## src/rtl/alu_arbiter.sv

```systemverilog
// Round-robin valid/ready arbiter sharing one combinational ALU between two ports.
// Define ALU_ARB_OPCHECK_EN to flag illegal opcodes via resp_err_* and zero their result.
module alu_arbiter #(
    parameter int DATA_W = 32
) (
    input  logic              clk,
    input  logic              rst,
    input  logic              req_valid_0,
    input  logic              req_valid_1,
    output logic              req_ready_0,
    output logic              req_ready_1,
    input  logic [DATA_W-1:0] req_a_0,
    input  logic [DATA_W-1:0] req_a_1,
    input  logic [DATA_W-1:0] req_b_0,
    input  logic [DATA_W-1:0] req_b_1,
    input  logic [3:0]        req_op_0,
    input  logic [3:0]        req_op_1,
    output logic              resp_valid_0,
    output logic              resp_valid_1,
    input  logic              resp_ready_0,
    input  logic              resp_ready_1,
    output logic [DATA_W-1:0] resp_result_0,
    output logic [DATA_W-1:0] resp_result_1,
    output logic              resp_err_0,
    output logic              resp_err_1,
    output logic [DATA_W-1:0] alu_a,
    output logic [DATA_W-1:0] alu_b,
    output logic [3:0]        alu_op,
    input  logic [DATA_W-1:0] alu_result
);

    logic              pri;
    logic              elig_0;
    logic              elig_1;
    logic              grant_0;
    logic              grant_1;
    logic              illegal;
    logic [DATA_W-1:0] cap_result;

    // A slot can take a new result if it is empty or being drained now.
    assign elig_0 = !resp_valid_0 || resp_ready_0;
    assign elig_1 = !resp_valid_1 || resp_ready_1;

    assign req_ready_0 = elig_0 && (!pri || !(req_valid_1 && elig_1));
    assign req_ready_1 = elig_1 && (pri || !(req_valid_0 && elig_0));

    assign grant_0 = req_valid_0 && req_ready_0;
    assign grant_1 = req_valid_1 && req_ready_1;

    always_comb begin
        alu_a  = req_a_0;
        alu_b  = req_b_0;
        alu_op = req_op_0;
        if (grant_1 || (!grant_0 && pri)) begin
            alu_a  = req_a_1;
            alu_b  = req_b_1;
            alu_op = req_op_1;
        end
    end

`ifdef ALU_ARB_OPCHECK_EN
    logic err_0_q;
    logic err_1_q;

    always_comb begin
        illegal = 1'b1;
        case (alu_op)
            4'b0000, 4'b1000, 4'b0001, 4'b0100,
            4'b0101, 4'b1101, 4'b0110, 4'b0111: illegal = 1'b0;
            default:                            illegal = 1'b1;
        endcase
    end

    always_ff @(posedge clk) begin
        if (rst) begin
            err_0_q <= 1'b0;
            err_1_q <= 1'b0;
        end else begin
            if (grant_0) err_0_q <= illegal;
            if (grant_1) err_1_q <= illegal;
        end
    end

    assign resp_err_0 = err_0_q;
    assign resp_err_1 = err_1_q;
`else
    assign illegal    = 1'b0;
    assign resp_err_0 = 1'b0;
    assign resp_err_1 = 1'b0;
`endif

    assign cap_result = illegal ? '0 : alu_result;

    // Grant and drain on the same port keep valid high: new result replaces old.
    always_ff @(posedge clk) begin
        if (rst) begin
            pri           <= 1'b0;
            resp_valid_0  <= 1'b0;
            resp_valid_1  <= 1'b0;
            resp_result_0 <= '0;
            resp_result_1 <= '0;
        end else begin
            if (grant_0) begin
                resp_result_0 <= cap_result;
                resp_valid_0  <= 1'b1;
            end else if (resp_ready_0) begin
                resp_valid_0  <= 1'b0;
            end
            if (grant_1) begin
                resp_result_1 <= cap_result;
                resp_valid_1  <= 1'b1;
            end else if (resp_ready_1) begin
                resp_valid_1  <= 1'b0;
            end
            if (grant_0) begin
                pri <= 1'b1;
            end else if (grant_1) begin
                pri <= 1'b0;
            end
        end
    end

endmodule

```

## config.mk

```make
export PLATFORM = sky130hd
export DESIGN_NAME = alu_arbiter
export DESIGN_NICKNAME = d
export VERILOG_FILES = /design/src/rtl/alu_arbiter.sv
export SDC_FILE = /design/constraint.sdc
export NUM_CORES = 1
export LEC_CHECK = 0
export CAP_MARGIN = 20
export CELL_PAD_IN_SITES_DETAIL_PLACEMENT = 1
export CELL_PAD_IN_SITES_GLOBAL_PLACEMENT = 1
export CORE_ASPECT_RATIO = 0.9
export CORE_MARGIN = 3
export CORE_UTILIZATION = 17
export DETAILED_ROUTE_END_ITERATION = 6
export PLACE_DENSITY = 0.75
export SYNTH_ARGS = -nofsm -noshare
export SYNTH_HDL_FRONTEND = slang
export SYNTH_SLANG_ARGS = --single-unit
```

## constraint.sdc

```tcl
create_clock -name clk -period 1.69 [get_ports clk]
set_input_delay 0.2535 -clock clk [delete_from_list [all_inputs] [get_ports clk]]
set_output_delay 0.2535 -clock clk [all_outputs]
set_load 0.02 [all_outputs]
```

* After elaboration in Yosys (flattened, before gate mapping)
Cells that the tools add are included.
Word-level totals: register bits 67, input bits 174, word-level logic and storage cells 35
Cells by class: mux-type cells 9, reductions and logical operators 21
Operators by type and width (count):
- 32-bit 2-to-1 mux | 2
- 1-bit logical AND | 7
- 1-bit logical NOT | 6
- 1-bit 2-to-1 mux | 6
- 2-bit nonzero test | 3
- 1-bit logical OR | 5
- 4-bit 2-to-1 mux | 1

* Depth between registers and ports, before layout
Gate-level depths: netlist of the first run.
depth after elaboration 11, gate-level depth with buffers 6

* Worst setup path after synthesis of the first run
No wires, ideal clock.
path type reg-to-output, from register resp_valid_0, to output alu_b[11], arrival 1.729 ns, data required time 1.436 ns, setup slack -0.292 ns, stages on the path, launching flop included 7, cells stage by stage dfxtp_1 > and2b_1 > nor2_1 > maj3_2 > buf_6 > buf_6 > mux2_1
On the way: cells in the longest elaborated chain, start to end 9
RTL lines:
- start, declared | RTL line 18 | output logic resp_valid_0,
- start signal, assigned | RTL line 98 | resp_valid_0 <= 1'b0;
- start signal, assigned | RTL line 105 | resp_valid_0 <= 1'b1;
- start signal, assigned | RTL line 107 | resp_valid_0 <= 1'b0;
- 1-bit logical NOT (*) | RTL line 41 | assign elig_0 = !resp_valid_0 || resp_ready_0;
- 1-bit logical OR (*) | RTL line 41
- 1-bit logical AND | RTL line 45 | assign req_ready_1 = elig_1 && (pri || !(req_valid_0 && elig_0));
- 1-bit logical NOT | RTL line 45
- 1-bit logical OR | RTL line 45
- 1-bit logical AND | RTL line 45
- 1-bit logical AND | RTL line 48 | assign grant_1 = req_valid_1 && req_ready_1;
- 1-bit logical OR (*) | RTL line 54 | if (grant_1 || (!grant_0 && pri)) begin
- 32-bit 2-to-1 mux (*) | RTL line 54
- end, declared | RTL line 27 | output logic [DATA_W-1:0] alu_b,
Mark *: on every way between the ends. The rest lies on a longest branch, timed or not.

* Worst setup path in the final report of the first run
from register resp_valid_0, to output alu_b[12]
Same word-level chain as after synthesis.

==> results.cfg, run 1 <==
[placement]
gp_congestion = 0.813
io_buffers = 309
placed_area_um2 = 6870
dp_hpwl_um = 14600

[logic_synthesis]
ys.flop_type = dfxtp_1
ys_warn_count = 0
synth_seq_cells = 67
ys_top_cells_by_area = dfxtp_1 (42%), mux2_2 (17%), nand2_1 (15%)
synth_area_um2 = 3190
ys_seq_area_share_pct = 42.0
postSynthAreaPerCell_um2 = 8.46
synth_top_area_share_pct = 42.0
synth_edf_count = 0
syn_inst = 377
synth.distinct_cells = 20
synth_top_area_cell = dfxtp_1
ys_async_sr_fraction_pct = 0

[critical_path]
r2r-end = resp_result_0[23]$_SDFFE_PP0P_
cp_max_fo = 11
worstSetupEndpointType = output pin
ff2ff_path_depth = 8
cp_data_required_time_ns = 1.44
path_class = register to output pin
crit_arrival_ns = 2.01
rr_startpoint = resp_valid_1$_SDFFE_PP0P_
rrSetupSlack_ns = 0.08
startpoint_type = register

[worst_hold_path]
min_path_type = input port to register
holdPathStages = 3
whs_endpoint = resp_result_1[31]$_SDFFE_PP0P_
hp-start = rst

[finish]
final_layout_size_suffix_gt1_share_pct = 30.3
post-route-util_pct = 42.2
fin_area_um2 = 7600
area_delta_synth_final_pct = 138
fin_nets = 892
diodes = 0

[global_route]
grt_max_degree = 68
grt_pass1_vias = 4196
grt_pass1_wl_um = 26100
track_usage_pct = 16.9
grt-ovfl-total = 0
antenna_found_initial = 1

[route]
final_antenna_net_count = 0
drt_iter0_drc = 54
drc_errors = 0
num_vias = 4074
dr.pass1.iters = 4
vias_per_cell = 4.23
wl_per_cell_um = 19.9
routed_wl_um = 19100

[clock_tree]
cts_buffers = 9
cts.sinks = 67
clk_pin_slew_ns = 0.06
h-tree-depth = 3
clk_latency_ns = 0.32
hold_buffers = 0
root_buffer = clkbuf_16
clockBufferDepth = 2
tritoncts = done

[timing]
setup_tns_ns = -35.52
maxSlewViolCount = 0
hold_viol_final = 0
hold_slack_ns = 0.423
fin_ws_ns = -0.571
period_share_pct = 134
setup_viol = 68
rsz0062_at_grt = yes
max_freq_mhz = 442
fin_crit_ns = 2.26
finClkSkew_ns = 0.00486

[power]
power.leakage_nw = 3.09
peakVddDrop_v = 0.000423
p_per_area_nw_per_um2 = 799

[floorplanning]
rows = 46
dieArea_um2 = 20400
coreArea_um2 = 18000
die_h_um = 136
io_pins = 312
die_x_um = 150
start_util_pct = 17.7

[run_status]
status = finished, violations left
violations = setup timing

[flow_run]
cap_violations = 0
## registers in the layout (all words and copies together), names as in the netlist
register,cells
pri,1
resp_result_0,32
resp_result_1,32
resp_valid_0,1
resp_valid_1,1
## report_power, final
group	internal (mW)	switching (mW)	total [mW]
combinational	1.37	1.05	2.43
sequential	1.68	0.0515	1.74
clock	1.24	0.673	1.91
total	4.29	1.78	6.07
## cells in the mapped netlist (2+ instances only)
library cell / n
nand2b_1: 2
clkbuf_1: 18
nor2_1: 4
dfxtp_1: 67
buf_6: 3
inv_2: 2
nand2_1: 129
buf_4: 2
o311ai_2: 2
mux2_2: 48
mux2_1: 20
a311oi_1: 2
buf_2: 5
a21oi_1: 67
## cell families (layout without fill, tap and decap cells)
group	count (synthesis)	in the layout	share of synthesized area, %
simple gates	138	138	16.6
other cells	1	2	0.118
mux	68	68	24.0
buf+inv	31	375	4.78
compound gates	71	71	12.1
fa+ha+maj	1	1	0.353
flops	67	67	42.0
## per-layer routing
metal	wire (um)	share of wire [%]	vias up	global-route usage, %
met3	1660	8.7	22	5.80
met1	7090	37	1944	18.1
li1	-	-	1941	-
met4	413	2.2	2	4.98
met5	10	0.052	-	0
met2	9930	52	165	31.4
## worst max-delay path, cell delays in order (launching register included)
cell     delay, ns
dfxtp_4       0.34
and2b_2       0.17
nor2_4        0.04
maj3_4        0.37
buf_4         0.16
buf_12        0.14
mux2_4        0.32
buf_6         0.14
## metrics by stage
stage	worst slack (ns)	total power, mW	cells
floorplan	-0.116	2.72	378
global placement	-1.03	3.93	926
detailed placement	-1.06	3.95	926
CTS	-0.656	5.92	952
global route	-0.631	6.38	962
finish	-0.571	6.07	962
## how the worst max path moves through the flow
stage,startpoint,end,slack [ns],depth (start not counted)
after global placement,resp_ready_0,alu_b[4],-1.03,7
after floorplan,resp_valid_0$_SDFFE_PP0P_,alu_b[11],-0.12,6
after detailed placement,resp_ready_0,alu_b[6],-1.06,7
after CTS,resp_valid_0$_SDFFE_PP0P_,alu_b[24],-0.66,8
after global routing,resp_valid_0$_SDFFE_PP0P_,alu_b[12],-0.63,7
final,resp_valid_0$_SDFFE_PP0P_,alu_b[12],-0.57,7
## timing repair
item | CTS | global route
gates resized for setup | 334 | 88
buffers inserted | 9 | 8
gates cloned | 2 | 6
pin swaps | 2 | 8
endpoints found under the setup margin | 71 | 88
## cell type report
cell class	instances	area, um^2
multi-input cells	280	1920
flip-flops and latches	67	1350
clock buffers	15	309
well taps	240	300
fillers	2041	10400
inverters	3	11.3
repair buffers	357	3710
## cells in the final DEF (no fill, tap or decap)
master and instances:
a21oi_1 62, a21oi_2 5, a311oi_4 2, and2b_2 1, buf_12 10, buf_16 1
buf_2 15, buf_4 23, buf_6 64, buf_8 1, clkbuf_1 1, clkbuf_16 15
clkbuf_8 4, clkdlybuf4s50_1 235, conb_1 2, dfxtp_1 65, dfxtp_2 1, dfxtp_4 1
dlygate4sd2_1 3, inv_1 1, inv_2 2, maj3_4 1, mux2_2 35, mux2_4 33
nand2_1 128, nand2_2 1, nand2b_1 1, nand2b_4 1, nor2_1 3, nor2_4 1
nor2b_1 1, nor3_1 1, o311ai_4 2
No activity file was read; power rests on OpenSTA's default activity.
==> run 2, diff against run 1 <==
CORE_MARGIN = unset   (was 3)
==> run 2 against run 1 <==
  * The flow still finishes with violations (setup timing)
  * Critical path type unchanged
  * Worst setup slack worse by 0.062 ns
  * Clock skew is essentially flat
  * Final area is 1.4% higher
  * Register-to-register slack worse by 0.04 ns
  * Non-clock buffer count is 1 lower
  * Clock-buffer cell count shrank 5
  * Largest cell class unchanged
  * Fmax fell by 2.7%
  * Hold slack got worse by 0.016 ns
  * Total power is 0.32% higher
  * Global-route usage barely moved
  * Via count rose by 0.54%
==> results.cfg, run 2 (same netlist as run 1, synthesis figures left out) <==
[power]
power.leakage_nw = 3.20
peakVddDrop_v = 0.000421
totalPowerFinal_mw = 6.09
p_per_area_nw_per_um2 = 790

[route]
routed_wl_um = 17600
drt_iter0_drc = 57
num_vias = 4096
dr.pass1.iters = 4
vias_per_cell = 4.21
wl_per_cell_um = 18.1
final_antenna_net_count = 0
drc_errors = 0

[finish]
final_cell_mix = clkdlybuf4s50_1 (233), nand2_1 (127), buf_6 (70)
final_cells = 972
final_layout_size_suffix_gt1_share_pct = 31.0
regArea_um2 = 1350
area_delta_synth_final_pct = 141
fin_nets = 892
final_common_cell = clkdlybuf4s50_1
top_regs = resp_result_0 (32), resp_result_1 (32)
multiInputGateArea_um2 = 2020
fillCellCount = 2051

[placement]
io_buffers = 309
pre_cts_slack_ns = -1.06
dp_hpwl_um = 13200
gp_congestion = 0.848
placed_cells = 932

[timing]
rsz0062_at_grt = yes
max_freq_mhz = 431
setup_viol = 69
setup_tns_ns = -38.37
fin_ws_ns = -0.633
fin_crit_ns = 2.32
hold_viol_final = 0
period_share_pct = 137
finClkSkew_ns = 0.00455
hold_slack_ns = 0.407
maxSlewViolCount = 0

[critical_path]
cp_max_fo = 7
cp_data_required_time_ns = 1.44
startpoint_type = register
crit_arrival_ns = 2.07
cp_cell_sequence = and2b_2 > nor2_4 > maj3_4 > buf_8 > clkbuf_16 > mux2_4 > buf_6
worstSetupEndpointType = output pin
slowest_delay_ns = 0.42
critPathSlowestCell = maj3_4
path_class = register to output pin

[global_route]
grt_pass1_wl_um = 24300
grt-ovfl-total = 0
track_usage_pct = 16.9
grt_max_degree = 68
grt_pass1_vias = 4199
antenna_found_initial = 4

[floorplanning]
die_x_um = 146
coreArea_um2 = 18400
io_pins = 312
die_h_um = 132
start_util_pct = 17.3
rows = 47
dieArea_um2 = 19300

[flow_run]
cap_violations = 0

[clock_tree]
clk_pin_slew_ns = 0.06
clockBufferDepth = 2
tritoncts = done
cts_buffers = 9
root_buffer = clkbuf_16
clk_latency_ns = 0.33
h-tree-depth = 3
cts.sinks = 67

[run_status]
violations = setup timing
status = finished, violations left

[worst_hold_path]
min_path_type = input port to register
run 2: cell count changes in the layout (fill, tap and decap cells not counted), sizes merged, moves of 3 or more:
cell,before,now
diode,0,4
dlymetal6s2s,0,3
clkinv,0,4
buf,114,110
run 2: metrics by stage:
stage / instance area [um^2] / util (%)
final: 7700 / 41.9
after global routing: 7700 / 41.9
after CTS: 7240 / 39.3
after detailed placement: 6900 / 37.5
after global placement: 6900 / 37.5
after floorplan: 3290 / -
run 2: critical path, delay by kind of cell (launching register included):
kind	cells	cell delay (ns)
DFF	1	0.34
buffers and inverters	3	0.46
and+or+nand+nor	2	0.22
muxes	1	0.30
adders and majority gates	1	0.42
run 2: where the power goes:
| part | switching, mW | total (mW) | internal [mW] |
|---|---|---|---|
| combinational | 1.06 | 2.46 | 1.40 |
| clock | 0.717 | 1.90 | 1.18 |
| sequential | 0.0525 | 1.74 | 1.68 |
run 2: routing by layer:
layer	vias to the layer above	routed length (um)	share of wire, %	GRT usage, %
met4	0	612	3.5	6.94
li1	1945	-	-	-
met1	1950	6140	35	16.6
met3	28	1210	6.9	5.22
met5	-	0	0	0
met2	173	9610	55	32.5
run 2: timing repair:
item                                   CTS  global route
gates cloned                             2             6
pin swaps                                3             5
setup endpoints to repair               82            95
gates resized for setup                303           158
hold buffers                             0             0
setup buffers                           10             9
endpoints found under the hold margin    0             0
run 2: cell type report:
class	count	share of cell area, %
Tap cell	245	3.98
Antenna cell	4	0.130
Timing Repair Buffer	356	48.0
Multi-Input combinational cell	281	26.2
Clock buffer	10	3.10
Sequential cell	67	17.5
Inverter	3	0.195
Clock inverter	6	0.844
run 2: path summary, 6_finish.rpt:
path	startpoint	to	slack (ns)	cells after the start
max reg2reg	resp_valid_1$_SDFFE_PP0P_	resp_result_1[27]$_SDFFE_PP0P_	0.04	8
min	rst	resp_result_1[21]$_SDFFE_PP0P_	0.41	3
max	resp_valid_0$_SDFFE_PP0P_	alu_b[29]	-0.63	7
min reg2reg	resp_result_0[8]$_SDFFE_PP0P_	resp_result_0[8]$_SDFFE_PP0P_	0.45	2
==> run 3, diff against run 2 <==
TNS_END_PERCENT = 1   (was unset)
==> run 3 against run 2 <==
  * The flow still finishes with violations (setup timing)
  * Clock-buffer cell count unchanged
  * Cell count stayed put
  * Critical path depth rose by 1
  * Utilization shrank 1.7 points
  * Non-clock buffer count stayed put
  * Hold slack worse by 0.021 ns
  * Register-to-register slack improved by 0.03 ns
  * Total power down 3.0%
  * Final area is 4.1% lower
  * Wire length decreased by 4.4%
  * Clock skew hardly changed
  * Global-route usage fell by 0.44 points
  * Critical path type unchanged
==> results.cfg, run 3 (same netlist as run 1, synthesis figures left out) <==
[critical_path]
crit_arrival_ns = 2.11
startpoint_type = register
cp_data_required_time_ns = 1.44
cp_max_fo = 5
worstSetupEndpointType = output pin
path_class = register to output pin

[power]
peakVddDrop_v = 0.000421
switching_share_pct = 30.0
p_comb_share_pct = 38.4
power.leakage_nw = 3.01
p_seq_share_pct = 29.4
power_frac_clock_pct = 32.2
switchingPower_mw = 1.77
p_per_area_nw_per_um2 = 799
intPower_mw = 4.13

[clock_tree]
tritoncts = done
cts.sinks = 67
root_buffer = clkbuf_16
clockBufferDepth = 2
clk_latency_ns = 0.33
clk_pin_slew_ns = 0.06
cts_buffers = 9
h-tree-depth = 3

[timing]
finClkSkew_ns = 0.00449
period_share_pct = 140
setup_tns_ns = -38.98
hold_viol_final = 0
setup_viol = 69
maxSlewViolCount = 0
fin_ws_ns = -0.670
fin_crit_ns = 2.36
rsz0062_at_grt = yes
hold_slack_ns = 0.386
max_freq_mhz = 424

[global_route]
grt_use_met1_pct = 16.1
grt_pass1_wl_um = 23700
antenna_found_initial = 4
grt_pass1_vias = 4124
busiest_layer = met2
grt_max_degree = 68
use_met2_pct = 31.9
grtUsageMet3_pct = 5.02
track_usage_pct = 16.5
grt-ovfl-total = 0

[route]
dr.pass1.iters = 4
num_vias = 4014
routed_wl_um = 16800
wl_per_cell_um = 17.3
drt_iter0_drc = 59
drc_errors = 0
vias_per_cell = 4.13
final_antenna_net_count = 0

[placement]
dp_hpwl_um = 13200
pre_cts_slack_ns = -1.06
gp_congestion = 0.848
placed_cells = 932
io_buffers = 309

[run_status]
violations = setup timing
status = finished, violations left

[finish]
area_delta_synth_final_pct = 132
fin_nets = 892
final_cells = 972
final_cell_mix = clkdlybuf4s50_1 (233), nand2_1 (128), dfxtp_1 (65)
top_regs = resp_result_0 (32), resp_result_1 (32)
post-route-util_pct = 40.1
final_layout_size_suffix_gt1_share_pct = 30.4
final_common_cell = clkdlybuf4s50_1

[floorplanning]
rows = 47
io_pins = 312
coreArea_um2 = 18400
die_x_um = 146
start_util_pct = 17.3
die_h_um = 132
dieArea_um2 = 19300

[flow_run]
cap_violations = 0

[worst_hold_path]
min_path_type = input port to register
[run 3: cell count changes in the layout (fill, tap and decap cells not counted), moves of 4 or more]
cell,delta
clkbuf_2,+4
mux2_2,+32
buf_6,-33
buf_2,+11
mux2_4,-32
buf_4,+18
[run 3: final cells by class]
class                   count  area [um^2]
well taps                 245          307
clock inverters             6         65.1
multi-input cells         281         1880
inverters                   3         11.3
diodes                      4         10.0
repair buffers            356         3530
fillers                  2102        11000
flip-flops and latches     67         1350
clock buffers              10          239
[run 3: power groups by stage]
stage               logic (mW)  clock network [mW]  registers, mW
floorplan                0.830                   0           1.89
global placement          2.17                   0           1.77
detailed placement        2.19                   0           1.77
CTS                       2.09                1.98           1.74
global route              2.40                2.02           1.75
finish                    2.27                1.90           1.74
[run 3: metal layers]
metal  part of all wire (%)  vias up
li1                       -     1945
met1                     37     1892
met2                     55      159
met3                    6.2       18
met4                    2.2        0
met5                      0        -
[run 3: timing repair]
action                     4_1_cts  5_1_grt
hold endpoints to repair         0        0
cloned                           0        4
setup endpoints to repair       82      103
setup buffers                    2       14
hold buffers                     0        0
gates resized for setup        251      117
pin swaps                        2        3
[run 3: per-stage QoR]
step	power [mW]	cell area [um^2]
after floorplan	2.72	3290
after global placement	3.93	6900
after detailed placement	3.96	6900
after CTS	5.81	7050
after global routing	6.17	7390
final	5.90	7390
[run 3: path summary, 6_finish.rpt]
kind	slack (ns)	start	end	cells after the start
min reg2reg	0.45	resp_result_0[8]$_SDFFE_PP0P_	resp_result_0[8]$_SDFFE_PP0P_	2
max	-0.67	resp_valid_0$_SDFFE_PP0P_	alu_b[24]	8
max reg2reg	0.07	resp_valid_1$_SDFFE_PP0P_	resp_result_1[17]$_SDFFE_PP0P_	7
min	0.39	req_valid_1	pri$_SDFFE_PP0P_	4
[run 3: critical path, stage by stage, from the launching register on]
cell and delay, ns:
dfxtp_4 0.34, and2b_2 0.17, nor2_4 0.05, maj3_4 0.37, buf_6 0.14, buf_6 0.13, clkbuf_16 0.16, mux2_4 0.30
buf_6 0.13
